==> src/rtl/seven_seg_scan_if.sv <==
// Scan bus as seen by the seven-segment display: column strobes + digit code.
// master: scan driver (drives col_n, data_in); slave: capture/monitor side.
interface seven_seg_scan_if;
  logic [7:0] col_n;
  logic [3:0] data_in;

  modport master (
    output col_n,
    output data_in
  );

  modport slave (
    input col_n,
    input data_in
  );
endinterface

==> src/rtl/seven_seg_scan_capture.sv <==
// Scan-bus capture: checks column order, rebuilds an 8-column frame and
// recovers sum/candy_sum. Ports: clk, reset (async, high), bus (slave:
// col_n active-low strobes, data_in), sum, candy_sum, frame_valid, locked,
// seq_err, err_count. Define SCAN_CAP_CONTENT_CHECK_EN for digit checks.
module seven_seg_scan_capture #(
  parameter int TIMEOUT = 16,
  parameter int ERR_W   = 8
) (
  input  logic             clk,
  input  logic             reset,
  seven_seg_scan_if.slave  bus,
  output logic [7:0]       sum,
  output logic [2:0]       candy_sum,
  output logic             frame_valid,
  output logic             locked,
  output logic             seq_err,
  output logic [ERR_W-1:0] err_count
);

  localparam int TW = $clog2(TIMEOUT + 1);

  typedef enum logic {
    HUNT,
    CAPTURE
  } state_t;

  state_t        state;
  logic [7:0]    col_q;
  logic [3:0]    dat_q;
  logic [3:0]    fbuf [8];
  logic [2:0]    exp_idx;
  logic [TW-1:0] tmo;

  logic          blank;
  logic          valid;
  logic [2:0]    idx;
  logic [3:0]    nlow;
  logic          ok;

  always_ff @(posedge clk or posedge reset) begin
    if (reset) begin
      col_q <= 8'hFF;
      dat_q <= 4'h0;
    end else begin
      col_q <= bus.col_n;
      dat_q <= bus.data_in;
    end
  end

  always_comb begin
    blank = (col_q == 8'hFF);
    nlow  = 4'd0;
    idx   = 3'd0;
    for (int i = 0; i < 8; i++) begin
      if (!col_q[i]) begin
        nlow = nlow + 4'd1;
        idx  = 3'(i);
      end
    end
    valid = (nlow == 4'd1);
  end

`ifdef SCAN_CAP_CONTENT_CHECK_EN
  always_comb begin
    ok = 1'b1;
    case (idx)
      3'd0, 3'd1:       ok = (dat_q == 4'h0);
      3'd4, 3'd6, 3'd7: ok = (dat_q == 4'hA);
      3'd5:             ok = !dat_q[3];
      default:          ok = 1'b1;
    endcase
  end
`else
  always_comb begin
    ok = 1'b1;
  end
`endif

  always_ff @(posedge clk or posedge reset) begin
    if (reset) begin
      state       <= HUNT;
      exp_idx     <= 3'd0;
      tmo         <= '0;
      for (int i = 0; i < 8; i++) fbuf[i] <= 4'h0;
      sum         <= 8'h00;
      candy_sum   <= 3'd0;
      frame_valid <= 1'b0;
      locked      <= 1'b0;
      seq_err     <= 1'b0;
      err_count   <= '0;
    end else begin
      frame_valid <= 1'b0;
      seq_err     <= 1'b0;
      case (state)
        HUNT: begin
          if (valid && idx == 3'd0 && ok) begin
            fbuf[0] <= dat_q;
            exp_idx <= 3'd1;
            tmo     <= '0;
            state   <= CAPTURE;
            locked  <= 1'b1;
          end
        end
        CAPTURE: begin
          if (valid && idx == exp_idx && ok) begin
            fbuf[idx] <= dat_q;
            tmo       <= '0;
            if (exp_idx == 3'd7) begin
              // cols 3,4,6 are already buffered; col 8 is not used
              sum         <= {fbuf[3], fbuf[2]};
              candy_sum   <= fbuf[5][2:0];
              frame_valid <= 1'b1;
              exp_idx     <= 3'd0;
            end else begin
              exp_idx <= exp_idx + 3'd1;
            end
          end else if (blank) begin
            if (tmo == TW'(TIMEOUT - 1)) begin
              state   <= HUNT;
              locked  <= 1'b0;
              tmo     <= '0;
              exp_idx <= 3'd0;
            end else begin
              tmo <= tmo + 1'b1;
            end
          end else begin
            seq_err <= 1'b1;
            tmo     <= '0;
            if (err_count != '1) err_count <= err_count + 1'b1;
            // a clean column 1 restarts the frame without dropping lock
            if (valid && idx == 3'd0 && ok) begin
              fbuf[0] <= dat_q;
              exp_idx <= 3'd1;
            end else begin
              state   <= HUNT;
              locked  <= 1'b0;
              exp_idx <= 3'd0;
            end
          end
        end
        default: state <= HUNT;
      endcase
    end
  end

endmodule

==> src/flat_wrapper.sv <==
// flat-port wrapper written by rule: the top's interface ports become plain ports
module seven_seg_scan_capture_flat 
#(
  parameter int TIMEOUT = 16,
  parameter int ERR_W   = 8
)
  (clk, reset, sum, candy_sum, frame_valid, locked, seq_err, err_count, bus_col_n, bus_data_in);
  seven_seg_scan_if bus_i ();
  input  logic clk;
  input  logic reset;
  output logic [7:0] sum;
  output logic [2:0] candy_sum;
  output logic frame_valid;
  output logic locked;
  output logic seq_err;
  output logic [ERR_W-1:0] err_count;
  input wire logic [$bits(bus_i.col_n)-1:0] bus_col_n;
  input wire logic [$bits(bus_i.data_in)-1:0] bus_data_in;
  assign bus_i.col_n = bus_col_n;
  assign bus_i.data_in = bus_data_in;
  seven_seg_scan_capture #(.TIMEOUT(TIMEOUT), .ERR_W(ERR_W)) u_core (.clk(clk), .reset(reset), .bus(bus_i), .sum(sum), .candy_sum(candy_sum), .frame_valid(frame_valid), .locked(locked), .seq_err(seq_err), .err_count(err_count));
endmodule
==> config.mk <==
export PLATFORM = sky130hd
export DESIGN_NAME = seven_seg_scan_capture_flat
export DESIGN_NICKNAME = d
export VERILOG_FILES = /design/src/rtl/seven_seg_scan_if.sv /design/src/rtl/seven_seg_scan_capture.sv /design/src/flat_wrapper.sv
export SDC_FILE = /design/constraint.sdc
export NUM_CORES = 1
export LEC_CHECK = 0
export BUFFER_PORTS_ARGS = -buffer_cell sky130_fd_sc_hd__buf_2
export CORE_ASPECT_RATIO = 0.8
export CORE_MARGIN = 4
export CORE_UTILIZATION = 35
export CTS_BUF_LIST = sky130_fd_sc_hd__clkbuf_4 sky130_fd_sc_hd__clkbuf_8 sky130_fd_sc_hd__clkbuf_16
export CTS_CLUSTER_DIAMETER = 30
export CTS_CLUSTER_SIZE = 24
export DETAILED_ROUTE_END_ITERATION = 8
export PLACE_DENSITY = 0.55
export SKIP_CTS_REPAIR_TIMING = 1
export SLEW_MARGIN = 20
export SYNTH_ARGS = -nofsm -noshare
export SYNTH_HDL_FRONTEND = slang
export SYNTH_SLANG_ARGS = --single-unit
==> constraint.sdc <==
create_clock -name clk -period 6.75 [get_ports clk]
set_input_delay 0.3375 -clock clk [delete_from_list [all_inputs] [get_ports clk]]
set_output_delay 0.3375 -clock clk [all_outputs]
set_load 0.02 [all_outputs]
==> results.sh, run 1 <==
export IMPL_synth_area_leaders="dfrtp_1, dfstp_2, ha_1, mux2_2, mux2_4"
export IMPL_htreeDepth=2
export IMPL_syn_to_final_growth_pct=12.8
export IMPL_netlist_area_um2=2910
export IMPL_antenna_found_initial=0
export IMPL_status="complete, no violations"
export IMPL_grt_overflow=0
export IMPL_yosys_warnings=0
export IMPL_hpwl_um=3890
export IMPL_synthFlopType="dfrtp_1"
export IMPL_instances_no_fill=389
export IMPL_viasPerCell=4.86
export IMPL_io_buffers=35
export IMPL_num_io_pins=36
export IMPL_synthCells=244
export IMPL_crit_path_end_kind="flip-flop"
export IMPL_power_leakage_nw=1.61
export IMPL_drt_pass1_iter_count=4
export IMPL_relSlewSlack_pct=55.1
export IMPL_wl_per_cell_um=13.7
export IMPL_synth_top_area_share_pct=39.5
export IMPL_synth_edf_count=0
export IMPL_cts_tree="yes"
export IMPL_cts_root_buffer="clkbuf_8"
export IMPL_r2r_start="u_core.col_q[0]"
export IMPL_ys_seq_area_share_pct=46.7
export IMPL_slew_violations=0
export IMPL_die_x_um=110
export IMPL_ant_nets=0
export IMPL_finalSetupTns_ns=0
export IMPL_stdcell_area_um2=3290
export IMPL_cts_sinks=54
export IMPL_min_to="u_core.col_q[3]"
export IMPL_filler_cell_count=750
export IMPL_cts_max_path_buffers=2
export IMPL_drc=0
export IMPL_multi_input_area_um2=1470
export IMPL_gp_congestion=0.784
export IMPL_yosys_area_top_type="dfrtp_1"
export IMPL_r2r_slack_ns=1.28
export IMPL_async_flop_share_pct=100
export IMPL_tightest_slew_ns=0.674
export IMPL_path_clk_slew_ns=0.10
export IMPL_setup_violations=0
export IMPL_fmaxAchievable_ghz=0.183
export IMPL_rows=29
export IMPL_timing_hold_worst_path_depth=1
export IMPL_finClkSkew_ns=0.0132
export IMPL_clock_latency_ns=0.31
export IMPL_synth_avg_cell_area_um2=11.9
export IMPL_yosysMostFrequentCell="dfrtp_1"
export IMPL_routed_wl_um=5340
export IMPL_placed_area_um2=3190
export IMPL_worst_r2r_path_depth=23
export IMPL_peakVddDrop_mv=0.0866
export IMPL_grt_max_degree=55
export IMPL_power_density_nw_per_um2=213
export IMPL_rsz0062_at_grt="no"
export IMPL_fin_crit_ns=5.47
export IMPL_start_util_pct=36.3
export IMPL_min_from="bus_col_n[3]"
export IMPL_vias=1891
export IMPL_hp_class="in -> reg"
export IMPL_startpoint_type="flip-flop"
export IMPL_ys_ff_latch=54
export IMPL_design_core_area_um2=8020
export IMPL_register_area_um2=1360
export IMPL_critical_path_class="reg -> reg"
export IMPL_die_y_um=89.6
export IMPL_synthTopCellsByCount="dfrtp_1, nand2_1, mux2_2"
export IMPL_synth_fp_nets=270
export IMPL_hold_viol_final=0
export IMPL_numPlacedInstances=381
export IMPL_grt_usage_pct=11.6
export IMPL_first_global_vias=1840
export IMPL_nets=306
export IMPL_drive_gt1_share_pct=31.7
export IMPL_maxCapViolations=0
export IMPL_die_area_um2=9860
export IMPL_reg2reg_to="u_core.candy_sum[0]"
export IMPL_n_antenna_cell=0
export IMPL_crit_required_ns=6.95
export IMPL_arrival_ns=5.67
export IMPL_fin_crit_sh_pct=81.0
export IMPL_numCtsBuffers=5
export IMPL_cp_max_fo=12
export IMPL_first_iter_violations=125
export IMPL_yosys_cell_types_count=64
export IMPL_grt_pass1_wl_um=8980
critical path, cell delays in order, from the launching register on:
cell,delay (ns)
dfstp_2,0.56
inv_1,0.04
ha_1,0.35
xnor2_1,0.16
ha_1,0.30
nand2_1,0.09
nand2_1,0.08
ha_1,0.29
nand2b_1,0.10
nand2_1,0.06
ha_1,0.26
nor2_1,0.09
a31oi_1,0.04
a31oi_1,0.37
inv_1,0.13
ha_1,0.31
nor2_1,0.10
a21oi_1,0.05
ha_1,0.32
nor3b_1,0.35
a221oi_4,0.15
nor3_4,0.38
and3_4,0.40
mux2_2,0.36
metal layers:
metal	vias to the layer above	track usage (%)	share of wire (%)	wire [um]
met5	-	0	0	0
met2	30	17.8	46	2470
met3	2	2.14	2.9	157
met1	915	16.4	50	2660
li1	944	-	-	-
met4	0	4.42	1.1	57
power breakdown:
part	leakage [nW]	switching (W)	internal (W)
combinational	0.843	0.0000890	0.0000724
sequential	0.716	0.0000107	0.000334
clock	0.0478	0.000109	0.0000847
cell type report:
class                           count  share of cell area [%]
Multi-Input combinational cell    172                    44.7
Tap cell                          108                    4.11
Sequential cell                    54                    41.4
Inverter                           11                    1.26
Timing Repair Buffer               36                    5.56
Clock inverter                      2                   0.495
Clock buffer                        6                    2.51
kinds of logic after synthesis:
| group | after synthesis | share of synthesized area, % |
|---|---|---|
| XOR/XNOR | 21 | 8.72 |
| AO/OA/AOI/OAI | 36 | 9.92 |
| multiplexers | 24 | 10.4 |
| flip-flops | 54 | 46.7 |
| buffers and inverters | 18 | 2.88 |
| adder cells (fa/ha/maj) | 12 | 5.15 |
| AND/OR/NAND/NOR | 79 | 16.2 |
layout by cell type (no fill, tap or decap), drive strengths merged, types with 6 or more instances in the layout:
| cell | count |
|---|---|
| buf | 36 |
| clkbuf | 6 |
| dfrtp | 46 |
| dfstp | 8 |
| ha | 12 |
| inv | 12 |
| mux2 | 23 |
| nand2 | 16 |
| nand3 | 10 |
| nor2 | 10 |
| nor3 | 8 |
| o21ai | 9 |
| xnor2 | 8 |
| xor2 | 10 |
worst max-delay path by stage:
| stage | slack [ns] | cells past startpoint | end | startpoint |
|---|---|---|---|---|
| after floorplan | 1.74 | 22 | u_core.candy_sum[2] | u_core.col_q[0] |
| after global placement | 1.41 | 23 | u_core.candy_sum[1] | u_core.col_q[0] |
| after detailed placement | 1.31 | 23 | u_core.candy_sum[1] | u_core.col_q[0] |
| after CTS | 1.28 | 23 | u_core.candy_sum[0] | u_core.col_q[0] |
| after global routing | 0.87 | 23 | u_core.exp_idx[0] | u_core.col_q[0] |
| final | 1.28 | 23 | u_core.candy_sum[0] | u_core.col_q[0] |
registers in the layout (all words and copies together) (netlist names):
register / flops
u_core.sum: 8
u_core.state: 1
u_core.tmo: 5
u_core.fbuf: 11
u_core.frame_valid: 1
u_core.seq_err: 1
u_core.dat_q: 4
u_core.exp_idx: 3
u_core.locked: 1
u_core.col_q: 8
u_core.err_count: 8
u_core.candy_sum: 3
stage by stage:
step | hold WS (ns) | power [W] | util (%) | setup WS, ns
after floorplan | 0.342 | 0.000483 | - | 1.74
after global placement | 0.445 | 0.000511 | 39.8 | 1.41
after detailed placement | 0.444 | 0.000512 | 39.8 | 1.31
after CTS | 0.0984 | 0.000708 | 41.0 | 1.28
after global routing | 0.0946 | 0.000740 | 41.0 | 0.865
final | 0.111 | 0.000700 | 41.0 | 1.28
(Power assumes the default switching activity.)
==> run 2: changes to the inputs <==
Clock period 6.75 ns to 5.25 ns, I/O delays scaled along.
==> run 2 against run 1 <==
Compared with the run above: power grew 32%; setup slack lost 0.97 ns; clock skew shrank 0.0062 ns; combinational power grew 45%; critical endpoint is now u_core.sum[3].
==> results.sh, run 2 (synthesis results as in run 1) <==
export IMPL_power_frac_seq_pct=47.9
export IMPL_fin_crit_ns=4.94
export IMPL_die_x_um=110
export IMPL_ant_nets=0
export IMPL_finalSetupTns_ns=0
export IMPL_regMostFlops="u_core.fbuf"
export IMPL_crit_path_end_kind="flip-flop"
export IMPL_drc=0
export IMPL_gp_congestion=0.759
export IMPL_dp_slack_ns=0.214
export IMPL_layout_commonest_cell="dfrtp_1"
export IMPL_finClkSkew_ns=0.00700
export IMPL_wl_per_cell_um=14.0
export IMPL_r2r_slack_ns=0.31
export IMPL_maxCapViolations=0
export IMPL_design_core_area_um2=8020
export IMPL_numCtsBuffers=5
export IMPL_routed_wl_um=5490
export IMPL_viasPerCell=4.90
export IMPL_p_sw_w=0.000288
export IMPL_critical_path_class="reg -> reg"
export IMPL_grt_usage_pct=11.9
export IMPL_grt_max_degree=55
export IMPL_rsz0062_at_grt="no"
export IMPL_numPlacedInstances=384
export IMPL_power_leakage_nw=1.65
export IMPL_arrival_ns=5.14
export IMPL_cts_sinks=54
export IMPL_start_util_pct=36.3
export IMPL_crit_required_ns=5.46
export IMPL_status="complete, no violations"
export IMPL_io_buffers=35
export IMPL_power_density_nw_per_um2=276
export IMPL_setup_violations=0
export IMPL_peakVddDrop_mv=0.150
export IMPL_startpoint_type="flip-flop"
export IMPL_utilization_pct=41.9
export IMPL_cts_max_path_buffers=2
export IMPL_nets=310
export IMPL_cts_tree="yes"
export IMPL_hp_class="in -> reg"
export IMPL_setup_slack_ns=0.312
export IMPL_clock_latency_ns=0.31
export IMPL_fmaxAchievable_ghz=0.203
export IMPL_switching_share_pct=31.1
export IMPL_num_io_pins=36
export IMPL_power_share_combinational_pct=25.2
export IMPL_rows=29
export IMPL_p_int_w=0.000639
export IMPL_slew_violations=0
export IMPL_instances_no_fill=393
export IMPL_die_y_um=89.6
export IMPL_n_antenna_cell=0
export IMPL_fin_crit_sh_pct=94.1
export IMPL_tightest_slew_ns=0.687
export IMPL_p_clk_share_pct=26.9
export IMPL_antenna_found_initial=0
export IMPL_cts_root_buffer="clkbuf_8"
export IMPL_drive_gt1_share_pct=34.7
export IMPL_die_area_um2=9860
export IMPL_htreeDepth=2
export IMPL_cp_max_fo=6
export IMPL_drt_pass1_iter_count=4
export IMPL_largest_reg_flops=11
export IMPL_path_clk_slew_ns=0.11
export IMPL_grt_pass1_wl_um=9130
export IMPL_vias=1924
export IMPL_first_iter_violations=100
export IMPL_hold_viol_final=0
export IMPL_relSlewSlack_pct=54.2
export IMPL_grt_overflow=0
export IMPL_final_cell_mix="dfrtp_1, buf_2, nand2_1"
export IMPL_syn_to_final_growth_pct=15.3
export IMPL_first_global_vias=1827
export IMPL_hpwl_um=4020
run 2: layer usage:
metal	up-vias	track usage, %	part of all wire (%)
li1	950	-	-
met4	0	3.40	0.69
met1	952	17.6	51
met2	20	17.8	46
met5	-	0	0
met3	2	1.93	2.1
run 2: critical path: stages (launching register included):
cell	delay, ns
dfstp_2	0.57
inv_1	0.05
ha_2	0.37
xnor3_2	0.51
inv_1	0.09
ha_1	0.24
nand2b_1	0.10
nand2_1	0.06
ha_1	0.26
nor2_1	0.09
a31oi_1	0.05
a31oi_1	0.19
inv_1	0.09
ha_1	0.29
nor2_1	0.09
a21oi_1	0.05
ha_1	0.25
xnor2_2	0.17
xnor2_2	0.22
a221oi_4	0.12
nor3_4	0.30
and3_2	0.38
mux2_4	0.32
run 2: power by group through the flow:
stage,Clock [W],Sequential [W],Combinational (W)
final,0.000249,0.000444,0.000234
after global routing,0.000279,0.000447,0.000258
after CTS,0.000260,0.000444,0.000212
after detailed placement,0,0.000452,0.000211
after global placement,0,0.000452,0.000209
after floorplan,0,0.000449,0.000172
run 2: final cells by class:
class | count | area, um2
Clock buffer | 5 | 68.8
Multi-Input combinational cell | 173 | 1520
Sequential cell | 54 | 1360
Fill cell | 753 | 4660
Inverter | 11 | 41.3
Clock inverter | 3 | 28.8
Timing Repair Buffer | 39 | 205
Tap cell | 108 | 135
run 2: final timing paths:
kind / depth (start not counted) / from / to
min: 1 / bus_col_n[5] / u_core.col_q[5]
min reg2reg: 1 / u_core.fbuf[21] / u_core.sum[1]
max: 22 / u_core.col_q[1] / u_core.sum[3]
max reg2reg: 22 / u_core.col_q[1] / u_core.sum[3]
min in group asynchronous: 3 / reset / u_core.locked
max in group asynchronous: 3 / reset / u_core.candy_sum[2]
run 2: per-stage QoR:
step,total power (W),hold WS [ns],area (um2)
global placement,0.000661,0.367,3210
floorplan,0.000621,0.267,2910
CTS,0.000916,0.0274,3310
detailed placement,0.000663,0.369,3210
global route,0.000984,0.0247,3360
finish,0.000927,0.0396,3360
==> run 3: changes to the inputs <==
Settings changed: CORE_UTILIZATION 35 to 25, PLACE_DENSITY 0.55 to 0.43.
==> run 3 against run 2 <==
Compared with the run above: utilization fell by 11 points; register-to-register slack barely moved; die area grew 37%; sequential power barely moved; fmax about the same; sequential share of layout area decreased by 1.6 points; sequential cell count unchanged; non-clock buffer count up 4; power is 14% higher; highest routed layer unchanged.
==> results.sh, run 3 (synthesis results as in run 1) <==
export IMPL_drc=0
export IMPL_hpwl_um=4410
export IMPL_num_io_pins=36
export IMPL_numCtsBuffers=5
export IMPL_grt_overflow=0
export IMPL_fin_crit_sh_pct=94.0
export IMPL_first_global_vias=1930
export IMPL_wl_per_cell_um=14.0
export IMPL_finalPower_w=0.00106
export IMPL_cts_tree="yes"
export IMPL_startpoint_type="flip-flop"
export IMPL_die_y_um=105
export IMPL_rsz0062_at_grt="no"
export IMPL_clock_latency_ns=0.29
export IMPL_htreeDepth=2
export IMPL_status="complete, no violations"
export IMPL_grtUsageMet1_pct=14.1
export IMPL_rows=34
export IMPL_n_antenna_cell=0
export IMPL_layout_commonest_cell="dfrtp_1"
export IMPL_drive_gt1_share_pct=34.0
export IMPL_first_iter_violations=39
export IMPL_slew_violations=0
export IMPL_drt_pass1_iter_count=4
export IMPL_grt_busiest_layer="met1"
export IMPL_crit_required_ns=5.43
export IMPL_path_clk_slew_ns=0.07
export IMPL_setup_violations=0
export IMPL_final_cell_mix="dfrtp_1, buf_2, nand2_1"
export IMPL_crit_path_end_kind="flip-flop"
export IMPL_nets=313
export IMPL_viasPerCell=4.48
export IMPL_routed_wl_um=6050
export IMPL_cts_max_path_buffers=2
export IMPL_arrival_ns=5.11
export IMPL_maxCapViolations=0
export IMPL_hold_viol_final=0
export IMPL_critical_path_class="reg -> reg"
export IMPL_syn_to_final_growth_pct=19.9
export IMPL_relSlewSlack_pct=53.9
export IMPL_antenna_found_initial=0
export IMPL_finClkSkew_ns=0.00848
export IMPL_grt_pass1_wl_um=10100
export IMPL_power_leakage_nw=1.69
export IMPL_io_buffers=35
export IMPL_largest_reg_flops=11
export IMPL_regMostFlops="u_core.fbuf"
export IMPL_hold_ws_ns=0.0652
export IMPL_start_util_pct=26.1
export IMPL_grtUsageMet2_pct=13.0
export IMPL_cp_max_fo=7
export IMPL_vias=1937
export IMPL_die_x_um=129
export IMPL_numPlacedInstances=420
export IMPL_hp_class="in -> reg"
export IMPL_gp_congestion=0.709
export IMPL_fin_crit_ns=4.94
export IMPL_grt_usage_pct=9.48
export IMPL_instances_no_fill=432
export IMPL_design_core_area_um2=11100
export IMPL_ant_nets=0
export IMPL_cts_sinks=54
export IMPL_power_density_nw_per_um2=302
export IMPL_grt_max_degree=55
export IMPL_tightest_slew_ns=0.691
export IMPL_utilization_pct=31.3
export IMPL_fmaxAchievable_ghz=0.203
export IMPL_met3_usage_pct=2.80
export IMPL_peakVddDrop_mv=0.160
export IMPL_cts_root_buffer="clkbuf_16"
export IMPL_finalSetupTns_ns=0
export IMPL_die_area_um2=13500
[run 3: path summary, 6_finish.rpt]
kind	from	cells past startpoint	endpoint	slack [ns]
max reg2reg	u_core.col_q[1]	25	u_core.sum[6]	0.31
max	u_core.col_q[1]	25	u_core.sum[6]	0.31
max in group asynchronous	reset	3	u_core.sum[6]	4.64
min	bus_col_n[7]	1	u_core.col_q[7]	0.07
min in group asynchronous	reset	3	u_core.locked	0.15
min reg2reg	u_core.fbuf[21]	1	u_core.sum[1]	0.50
[run 3: where the power goes]
group          switching, W  internal (W)  leakage (nW)
clock network      0.000157      0.000240        0.0875
registers         0.0000143      0.000429         0.716
logic              0.000116     0.0000983         0.884
total              0.000288      0.000767          1.69
[run 3: layout make-up]
cell class / instances / area [um2]
well taps: 144 / 180
multi-input cells: 172 / 1490
clock inverters: 2 / 38.8
repair buffers: 43 / 248
clock buffers: 6 / 139
flip-flops and latches: 54 / 1360
fillers: 1144 / 7650
inverters: 11 / 41.3
[run 3: metrics by stage]
| step | worst slack (ns) | instance area, um2 |
|---|---|---|
| 2_1_floorplan | 0.242 | 2910 |
| 3_3_place_gp | 0.277 | 3260 |
| 3_5_place_dp | 0.133 | 3260 |
| 4_1_cts | 0.113 | 3430 |
| 5_1_grt | 0.00138 | 3490 |
| 6_report | 0.313 | 3490 |
[run 3: critical path, stage by stage, from the launching register on]
cell,delay [ns]
dfstp_2,0.56
inv_1,0.07
ha_4,0.17
nor2b_1,0.10
a21oi_1,0.09
ha_1,0.33
nand2_1,0.09
nand2_1,0.08
ha_1,0.30
nand2b_1,0.10
nand2_1,0.06
ha_1,0.26
nor2_1,0.09
a31oi_1,0.04
a31oi_1,0.21
inv_1,0.09
ha_1,0.29
nor2_1,0.09
a21oi_1,0.05
ha_1,0.32
nor4b_2,0.32
a221oi_4,0.14
nor3_4,0.25
and3_4,0.28
buf_12,0.14
mux2_4,0.29
[run 3: per-layer routing]
layer | part of all wire (%) | vias up | wire length, um
li1 | - | 962 | -
met1 | 55 | 954 | 3340
met2 | 41 | 17 | 2470
met3 | 2.7 | 4 | 165
met4 | 1.2 | 0 | 72
met5 | 0 | - | 0
